--- config.mk ---
export PLATFORM = sky130hd
export DESIGN_NAME = alu_muldiv_flat
export DESIGN_NICKNAME = d
export VERILOG_FILES = /design/src/rtl/muldiv_pkg.sv /design/src/rtl/alu_muldiv_if.sv /design/src/rtl/muldiv_step.sv /design/src/rtl/alu_muldiv.sv /design/src/flat_wrapper.sv
export SDC_FILE = /design/constraint.sdc
export NUM_CORES = 1
export LEC_CHECK = 0
export CORE_ASPECT_RATIO = 0.5
export CORE_MARGIN = 2
export CORE_UTILIZATION = 35
export DETAILED_ROUTE_END_ITERATION = 7
export PLACE_DENSITY = 0.5
export SETUP_SLACK_MARGIN = 0.5
export SYNTH_ARGS = -nofsm -noshare
export SYNTH_HDL_FRONTEND = slang
export SYNTH_SLANG_ARGS = --single-unit
export TNS_END_PERCENT = 50
--- constraint.sdc ---
create_clock -name clk -period 7.35 [get_ports clk]
set_input_delay 0.735 -clock clk [delete_from_list [all_inputs] [get_ports clk]]
set_output_delay 0.735 -clock clk [all_outputs]
set_load 0.005 [all_outputs]
--- src/rtl/muldiv_pkg.sv ---
// Shared definitions for the iterative multiply/divide unit: operation and
// state encodings plus the step-counter width helper.
// Optional feature macro used by the unit: MULDIV_EARLY_EXIT_EN.
package muldiv_pkg;

   typedef enum logic [1:0] {
      MD_MULT  = 2'b00,
      MD_MULTU = 2'b01,
      MD_DIV   = 2'b10,
      MD_DIVU  = 2'b11
   } op_t;

   typedef enum logic [1:0] {
      ST_IDLE = 2'd0,
      ST_CALC = 2'd1,
      ST_FIN  = 2'd2
   } state_t;

   // Step counter must be able to count up to WIDTH steps.
   function automatic int md_cnt_width(input int width);
      return $clog2(width + 1);
   endfunction

   localparam int MD_CNT_W_DEFAULT = $clog2(32 + 1);

   // Bit 1 of the encoding selects divide; bit 0 set means unsigned.
   function automatic logic op_is_div(input op_t op);
      return op[1];
   endfunction

   function automatic logic op_is_signed(input op_t op);
      return ~op[0];
   endfunction

endpackage

--- src/rtl/alu_muldiv_if.sv ---
// Pipeline-facing bundle of the multiply/divide unit.
//
// Handshake: the pipeline raises start for one cycle while busy is low; the
// unit accepts it only in IDLE and when flush is low. busy is high from the
// cycle after acceptance until the cycle done pulses; done is a single-cycle
// pulse and hi/lo already hold the result in that cycle. A start seen while
// busy is dropped. flush aborts any operation in flight without a done.
interface alu_muldiv_if
   import muldiv_pkg::*;
#(
   parameter int WIDTH = 32
);
   logic             flush;
   logic             start;
   logic [1:0]       op;
   logic [WIDTH-1:0] a;
   logic [WIDTH-1:0] b;
   logic             hi_we;
   logic             lo_we;
   logic [WIDTH-1:0] wdata;
   logic             busy;
   logic             done;
   logic             div_by_zero;
   logic [WIDTH-1:0] hi;
   logic [WIDTH-1:0] lo;
   state_t           dbg_state;

   modport master (
      output flush, start, op, a, b, hi_we, lo_we, wdata,
      input  busy, done, div_by_zero, hi, lo, dbg_state
   );

   modport slave (
      input  flush, start, op, a, b, hi_we, lo_we, wdata,
      output busy, done, div_by_zero, hi, lo, dbg_state
   );
endinterface

--- src/rtl/muldiv_step.sv ---
// One radix-2 iteration of the multiply/divide datapath.
// Multiply: acc += sh when the multiplier LSB is set, then sh <<= 1 and the
// multiplier (opd) >>= 1. Divide: restoring step on {remainder, quotient}
// held in acc, with opd as the divisor; sh passes through untouched.
module muldiv_step #(
   parameter int WIDTH = 32
) (
   input  logic               is_div,
   input  logic [2*WIDTH-1:0] acc_in,
   input  logic [2*WIDTH-1:0] sh_in,
   input  logic [WIDTH-1:0]   opd_in,
   output logic [2*WIDTH-1:0] acc_out,
   output logic [2*WIDTH-1:0] sh_out,
   output logic [WIDTH-1:0]   opd_out
);

   logic [WIDTH:0] rem_ext;
   logic [WIDTH:0] diff;

   // Single shift-add or restore-subtract step selected by is_div.
   always_comb begin
      acc_out = acc_in;
      sh_out  = sh_in;
      opd_out = opd_in;
      // Remainder shifted left with the next dividend bit pulled in.
      rem_ext = acc_in[2*WIDTH-1:WIDTH-1];
      diff    = rem_ext - {1'b0, opd_in};
      if (is_div) begin
         // rem_ext < 2*divisor, so a clear top bit means the subtract fits.
         if (!diff[WIDTH]) begin
            acc_out = {diff[WIDTH-1:0], acc_in[WIDTH-2:0], 1'b1};
         end else begin
            acc_out = {rem_ext[WIDTH-1:0], acc_in[WIDTH-2:0], 1'b0};
         end
      end else begin
         if (opd_in[0]) begin
            acc_out = acc_in + sh_in;
         end
         sh_out  = {sh_in[2*WIDTH-2:0], 1'b0};
         opd_out = {1'b0, opd_in[WIDTH-1:1]};
      end
   end

endmodule

--- src/rtl/alu_muldiv.sv ---
// Iterative MULT/MULTU/DIV/DIVU unit owning the HI/LO registers.
// Operands are converted to magnitudes at launch, iterated one bit per cycle
// in muldiv_step, and sign-corrected when written to HI/LO in FIN.
// Optional feature macro: MULDIV_EARLY_EXIT_EN (multiply leaves CALC as soon
// as the remaining multiplier bits are all zero).
module alu_muldiv
   import muldiv_pkg::*;
#(
   parameter int WIDTH = 32
) (
   input  logic        clk,
   input  logic        resetn,
   alu_muldiv_if.slave bus
);

   localparam int CW = md_cnt_width(WIDTH);

   state_t             state;
   state_t             state_nxt;
   logic [CW-1:0]      cnt;
   logic               is_div_q;
   logic               div0_q;
   logic               prod_neg_q;
   logic               rem_neg_q;
   logic [2*WIDTH-1:0] acc_q;
   logic [2*WIDTH-1:0] sh_q;
   logic [WIDTH-1:0]   opd_q;
   logic [2*WIDTH-1:0] acc_nx;
   logic [2*WIDTH-1:0] sh_nx;
   logic [WIDTH-1:0]   opd_nx;
   logic [WIDTH-1:0]   hi_q;
   logic [WIDTH-1:0]   lo_q;
   logic               done_q;
   logic               dbz_q;

   logic               launch;
   logic               step_en;
   logic               fin_commit;
   logic               calc_last;

   op_t                op_in;
   logic               a_neg;
   logic               b_neg;
   logic [WIDTH-1:0]   mag_a;
   logic [WIDTH-1:0]   mag_b;
   logic               b_zero;

   logic [2*WIDTH-1:0] prod;
   logic [WIDTH-1:0]   quo;
   logic [WIDTH-1:0]   rem;
   logic [WIDTH-1:0]   res_hi;
   logic [WIDTH-1:0]   res_lo;

   assign op_in  = op_t'(bus.op);
   assign a_neg  = op_is_signed(op_in) & bus.a[WIDTH-1];
   assign b_neg  = op_is_signed(op_in) & bus.b[WIDTH-1];
   assign mag_a  = a_neg ? -bus.a : bus.a;
   assign mag_b  = b_neg ? -bus.b : bus.b;
   assign b_zero = (bus.b == '0);

   muldiv_step #(
      .WIDTH (WIDTH)
   ) u_step (
      .is_div  (is_div_q),
      .acc_in  (acc_q),
      .sh_in   (sh_q),
      .opd_in  (opd_q),
      .acc_out (acc_nx),
      .sh_out  (sh_nx),
      .opd_out (opd_nx)
   );

`ifdef MULDIV_EARLY_EXIT_EN
   // A multiply is finished once no multiplier bits remain to be added in.
   assign calc_last = (cnt == CW'(WIDTH - 1)) || (!is_div_q && (opd_nx == '0));
`else
   assign calc_last = (cnt == CW'(WIDTH - 1));
`endif

   // FSM state register.
   always_ff @(posedge clk or negedge resetn) begin
      if (!resetn) begin
         state <= ST_IDLE;
      end else begin
         state <= state_nxt;
      end
   end

   // FSM next state and datapath controls; flush always wins over progress.
   always_comb begin
      state_nxt  = state;
      launch     = 1'b0;
      step_en    = 1'b0;
      fin_commit = 1'b0;
      case (state)
         ST_IDLE: begin
            if (bus.start && !bus.flush) begin
               launch    = 1'b1;
               // Divide by zero has nothing to iterate.
               state_nxt = (op_is_div(op_in) && b_zero) ? ST_FIN : ST_CALC;
            end
         end
         ST_CALC: begin
            if (bus.flush) begin
               state_nxt = ST_IDLE;
            end else begin
               step_en = 1'b1;
               if (calc_last) begin
                  state_nxt = ST_FIN;
               end
            end
         end
         ST_FIN: begin
            state_nxt  = ST_IDLE;
            fin_commit = !bus.flush;
         end
         default: begin
            state_nxt = ST_IDLE;
         end
      endcase
   end

   // Operand latching at launch and one iteration per CALC cycle.
   always_ff @(posedge clk or negedge resetn) begin
      if (!resetn) begin
         cnt        <= '0;
         is_div_q   <= 1'b0;
         div0_q     <= 1'b0;
         prod_neg_q <= 1'b0;
         rem_neg_q  <= 1'b0;
         acc_q      <= '0;
         sh_q       <= '0;
         opd_q      <= '0;
      end else if (launch) begin
         cnt        <= '0;
         is_div_q   <= op_is_div(op_in);
         div0_q     <= op_is_div(op_in) & b_zero;
         prod_neg_q <= a_neg ^ b_neg;
         rem_neg_q  <= a_neg;
         opd_q      <= mag_b;
         if (op_is_div(op_in)) begin
            acc_q <= {{WIDTH{1'b0}}, mag_a};
            sh_q  <= '0;
         end else begin
            acc_q <= '0;
            sh_q  <= {{WIDTH{1'b0}}, mag_a};
         end
      end else if (step_en) begin
         cnt   <= cnt + CW'(1);
         acc_q <= acc_nx;
         sh_q  <= sh_nx;
         opd_q <= opd_nx;
      end
   end

   // Sign correction of the magnitude result.
   always_comb begin
      prod   = prod_neg_q ? -acc_q : acc_q;
      quo    = acc_q[WIDTH-1:0];
      rem    = acc_q[2*WIDTH-1:WIDTH];
      res_hi = prod[2*WIDTH-1:WIDTH];
      res_lo = prod[WIDTH-1:0];
      if (is_div_q) begin
         res_lo = prod_neg_q ? -quo : quo;
         res_hi = rem_neg_q ? -rem : rem;
      end
   end

   // HI/LO: result write in FIN, otherwise MTHI/MTLO accepted only in IDLE.
   always_ff @(posedge clk or negedge resetn) begin
      if (!resetn) begin
         hi_q <= '0;
         lo_q <= '0;
      end else if (fin_commit && !div0_q) begin
         hi_q <= res_hi;
         lo_q <= res_lo;
      end else if (state == ST_IDLE) begin
         if (bus.hi_we) begin
            hi_q <= bus.wdata;
         end
         if (bus.lo_we) begin
            lo_q <= bus.wdata;
         end
      end
   end

   // Completion pulses, aligned with the cycle hi/lo become valid.
   always_ff @(posedge clk or negedge resetn) begin
      if (!resetn) begin
         done_q <= 1'b0;
         dbz_q  <= 1'b0;
      end else begin
         done_q <= fin_commit;
         dbz_q  <= fin_commit & div0_q;
      end
   end

   assign bus.busy        = (state != ST_IDLE);
   assign bus.done        = done_q;
   assign bus.div_by_zero = dbz_q;
   assign bus.hi          = hi_q;
   assign bus.lo          = lo_q;
   assign bus.dbg_state   = state;

endmodule

--- src/flat_wrapper.sv ---
// flat-port wrapper written by rule: the top's interface ports become plain ports
module alu_muldiv_flat import muldiv_pkg::*;
#(
   parameter int WIDTH = 32
)
  (clk, resetn, bus_flush, bus_start, bus_op, bus_a, bus_b, bus_hi_we, bus_lo_we, bus_wdata, bus_busy, bus_done, bus_div_by_zero, bus_hi, bus_lo, bus_dbg_state);
  alu_muldiv_if #(.WIDTH(WIDTH)) bus_i ();
  input  logic clk;
  input  logic resetn;
  input wire logic [$bits(bus_i.flush)-1:0] bus_flush;
  input wire logic [$bits(bus_i.start)-1:0] bus_start;
  input wire logic [$bits(bus_i.op)-1:0] bus_op;
  input wire logic [$bits(bus_i.a)-1:0] bus_a;
  input wire logic [$bits(bus_i.b)-1:0] bus_b;
  input wire logic [$bits(bus_i.hi_we)-1:0] bus_hi_we;
  input wire logic [$bits(bus_i.lo_we)-1:0] bus_lo_we;
  input wire logic [$bits(bus_i.wdata)-1:0] bus_wdata;
  output wire logic [$bits(bus_i.busy)-1:0] bus_busy;
  output wire logic [$bits(bus_i.done)-1:0] bus_done;
  output wire logic [$bits(bus_i.div_by_zero)-1:0] bus_div_by_zero;
  output wire logic [$bits(bus_i.hi)-1:0] bus_hi;
  output wire logic [$bits(bus_i.lo)-1:0] bus_lo;
  output wire logic [$bits(bus_i.dbg_state)-1:0] bus_dbg_state;
  assign bus_i.flush = bus_flush;
  assign bus_i.start = bus_start;
  assign bus_i.op = bus_op;
  assign bus_i.a = bus_a;
  assign bus_i.b = bus_b;
  assign bus_i.hi_we = bus_hi_we;
  assign bus_i.lo_we = bus_lo_we;
  assign bus_i.wdata = bus_wdata;
  assign bus_busy = bus_i.busy;
  assign bus_done = bus_i.done;
  assign bus_div_by_zero = bus_i.div_by_zero;
  assign bus_hi = bus_i.hi;
  assign bus_lo = bus_i.lo;
  assign bus_dbg_state = bus_i.dbg_state;
  alu_muldiv #(.WIDTH(WIDTH)) u_core (.clk(clk), .resetn(resetn), .bus(bus_i));
endmodule
==> results.py <==
metrics = {
    "status": {
        "outcome": "finished, final reports clean",
    },
    "cells_and_area": {
        "n_fill_cell": 5764,
        "fin_cells": 3354,
        "multiInputGateArea_sq_um": 12900,
        "synthToLayoutAreaGrowth_pct": 16.7,
        "regArea_sq_um": 5960,
        "diodes": 0,
        "drive_above_1_share_pct": 4.62,
        "fin_nets": 2784,
    },
    "die": {
        "core_area_sq_um": 55600,
        "die_y_um": 172,
        "rows": 61,
        "dieArea_sq_um": 58300,
        "initial_core_util_pct": 35.5,
        "die_x_um": 340,
        "pin_count": 173,
    },
    "sta": {
        "fin_skew_ns": 0.0332,
        "hold_viol": 0,
        "worst_pin_slew_ns": 1.14,
        "drv_slew": 0,
        "grt_setup_unrepaired": "no",
        "layout_min_cycle_time_ns": 4.25,
        "fmax_mhz": 235,
        "final.period_utilization_pct": 57.8,
        "max_slew_margin_pct": 24.3,
        "setup_viol": 0,
        "fin_tns_setup_ns": 0,
    },
    "placement": {
        "place.gp.congestion": 0.941,
        "dp_hpwl_mm": 56.1,
        "dp_cells": 3305,
        "io_buffer_count": 172,
    },
    "global_route": {
        "grt_max_degree": 138,
        "track_usage_pct": 24.7,
        "grt.overflow.total": 0,
        "grt_pass1_vias": 17917,
        "grt_pass1_wl_mm": 113,
        "antenna_found_initial": 1,
    },
    "routing": {
        "ant_nets": 0,
        "vias": 19104,
        "drc": 0,
        "wirelength_mm": 73.2,
        "vias_per_cell": 5.70,
        "drt_iter0_drc": 1651,
        "drtPass1Iterations": 5,
        "post_drt_wl_per_cell_um": 21.8,
    },
    "setup_path": {
        "crit_buf_inv": 0,
        "cp_common_cell": "a211oi_1",
        "max_stage_delay_ns": 0.75,
        "critPathSlowestCell": "a211oi_1",
        "worst-setup-path-type": "reg2reg",
        "cp.depth": 11,
        "arrival_ns": 4.68,
        "crit_chain": "ha_1 > fa_1 > a211oi_1 > o21ai_0 > a211oi_1 > o311ai_0 > o21ai_0 > a211oi_1 > nor2_1 > nor4_1 > a211o_1",
        "reg2reg_depth": 11,
        "critPathTopFamily": "compound AO/OA/AOI/OAI gates",
        "cp_max_fo": 5,
        "start_kind": "flip-flop",
        "crit_path_end_kind": "flip-flop",
        "critical_path_required_ns": 7.78,
    },
    "power_and_ir_drop": {
        "p_leak_uw": 0.00981,
        "power_density_nw_per_um2": 379,
        "vdd_drop_max_mv": 0.199,
    },
    "clock_tree": {
        "clock_latency_ns": 0.58,
        "cts_setup_buffers": 0,
        "clock-sinks": 238,
        "cts.path.max_buffers": 3,
        "cts_resized": 0,
        "cts-buffers-inserted": 27,
        "holdBufCountCts": 0,
        "htreeDepth": 1,
        "clk_root_buffer_cell": "clkbuf_16",
        "cts.clk_slew.worst_paths_ns": 0.07,
        "tritoncts": "yes",
    },
    "synth": {
        "yosys.area.top_type": "dfrtp_1",
        "syn-cell-area_sq_um": 19700,
        "synth_seq_cells": 238,
        "synth.distinct_cells": 78,
        "synth.most_common_cell": "nand2_1",
        "synth_nets": 2705,
        "synth_edf_count": 0,
        "synthTopCellsByArea": "dfrtp_1 30%, o21ai_0 7.0%, nand2_1 6.4%",
        "synth_warnings": 0,
        "yosys-top-cells-count": "336 x nand2_1, 275 x o21ai_0, 238 x dfrtp_1",
        "synthArstFlopShare_pct": 100,
        "synth_area_per_cell_sq_um": 7.89,
        "synth-seq-area-share_pct": 30.2,
        "ys.flop_type": "dfrtp_1",
        "synthDominantCellAreaShare_pct": 30.2,
        "synth_cells": 2499,
    },
    "min_path": {
        "hold_path.class": "in2async",
    },
    "job": {
        "drv_cap": 0,
    },
}
## report_power, final
group | switching [uW] | leakage, uW | total, uW | internal, uW
combinational | 3040 | 0.00628 | 5040 | 2000
sequential | 604 | 0.00307 | 2240 | 1640
clock | 609 | 0.000456 | 1430 | 817
total | 4250 | 0.00981 | 8710 | 4450
## final cells by class
class,instances,area share [%]
Multi-Input combinational cell,2037,56.3
Timing Repair Buffer,199,8.55
Clock inverter,12,0.544
Inverter,75,1.22
Sequential cell,238,25.9
Clock buffer,37,3.41
Tap cell,756,4.11
## final timing paths
kind,start,to,slack (ns)
setup reg to reg,u_core.acc_q[0],u_core.acc_q[60],3.10
max in group asynchronous,resetn,u_core.acc_q[14],6.00
hold / removal,resetn,u_core.opd_q[18],0.07
setup / recovery,u_core.acc_q[0],u_core.acc_q[60],3.10
min in group clk,u_core.cnt[5],u_core.bus.dbg_state[1],0.50
hold reg to reg,u_core.cnt[5],u_core.bus.dbg_state[1],0.50
## placed cells by master (no fill, tap or decap), drive strengths merged, types with 16 or more instances in the layout
cell type / synthesis / routed
clkdlybuf4s50: 0 / 171
a22oi: 33 / 33
or3: 33 / 33
a211oi: 45 / 45
xnor2: 110 / 110
inv: 75 / 77
nor2b: 37 / 37
nand2: 336 / 336
o221ai: 16 / 16
o21ai: 280 / 280
a21o: 44 / 44
o211ai: 29 / 29
nand4: 37 / 37
xor2: 78 / 78
ha: 100 / 100
o21bai: 17 / 17
buf: 16 / 28
nor2: 153 / 153
nand3: 71 / 71
dfrtp: 238 / 238
a21oi: 220 / 220
mux2i: 77 / 77
o21a: 20 / 20
nor4: 20 / 20
clkbuf: 133 / 37
or4: 18 / 18
o31ai: 40 / 40
nor3: 40 / 40
## logic make-up after synthesis
family	count (synthesis)	synth area share, %
AO/OA/AOI/OAI	851	26.8
AND/OR/NAND/NOR	815	19.6
adder cells (fa/ha/maj)	102	6.55
multiplexers	81	4.14
flip-flops	238	30.2
XOR/XNOR	188	8.36
buffers and inverters	224	4.34
## sequential cells by signal (all words and copies together) (netlist names)
name and flops:
u_core.opd_q 32, u_core.rem_neg_q 1, u_core.is_div_q 1, u_core.prod_neg_q 1
u_core.bus.hi 32, u_core.bus.dbg_state 2, u_core.bus.div_by_zero 1, u_core.bus.lo 32
u_core.bus.done 1, u_core.div0_q 1, u_core.acc_q 64, u_core.cnt 6
u_core.sh_q 64
## through the flow
step                cell area [sq um]  utilization, %  power, uW  hold WS (ns)  setup WS [ns]
CTS                             23000            41.4       8670        0.0778           3.19
global placement                22100            39.8       7210         0.475           3.16
finish                          23000            41.4       8710        0.0721           3.10
detailed placement              22100            39.8       7210         0.484           3.10
global route                    23000            41.4       9360        0.0855           2.73
floorplan                       19700               -       5530         0.439           4.12
## metal layers
layer | track usage, % | up-vias | part of all wire, %
li1 | - | 9283 | -
met1 | 37.9 | 9281 | 52
met2 | 37.6 | 484 | 42
met3 | 2.72 | 56 | 5.0
met4 | 3.66 | 0 | 1.4
met5 | 0 | - | 0
## worst reg2reg max path, cell delays in order, from the launching register on
cell	delay [ns]
dfrtp_1	0.43
ha_1	0.23
fa_1	0.43
a211oi_1	0.31
o21ai_0	0.31
a211oi_1	0.75
o311ai_0	0.41
o21ai_0	0.53
a211oi_1	0.21
nor2_1	0.16
nor4_1	0.06
a211o_1	0.29
No activity file was read; power rests on OpenSTA's default activity.
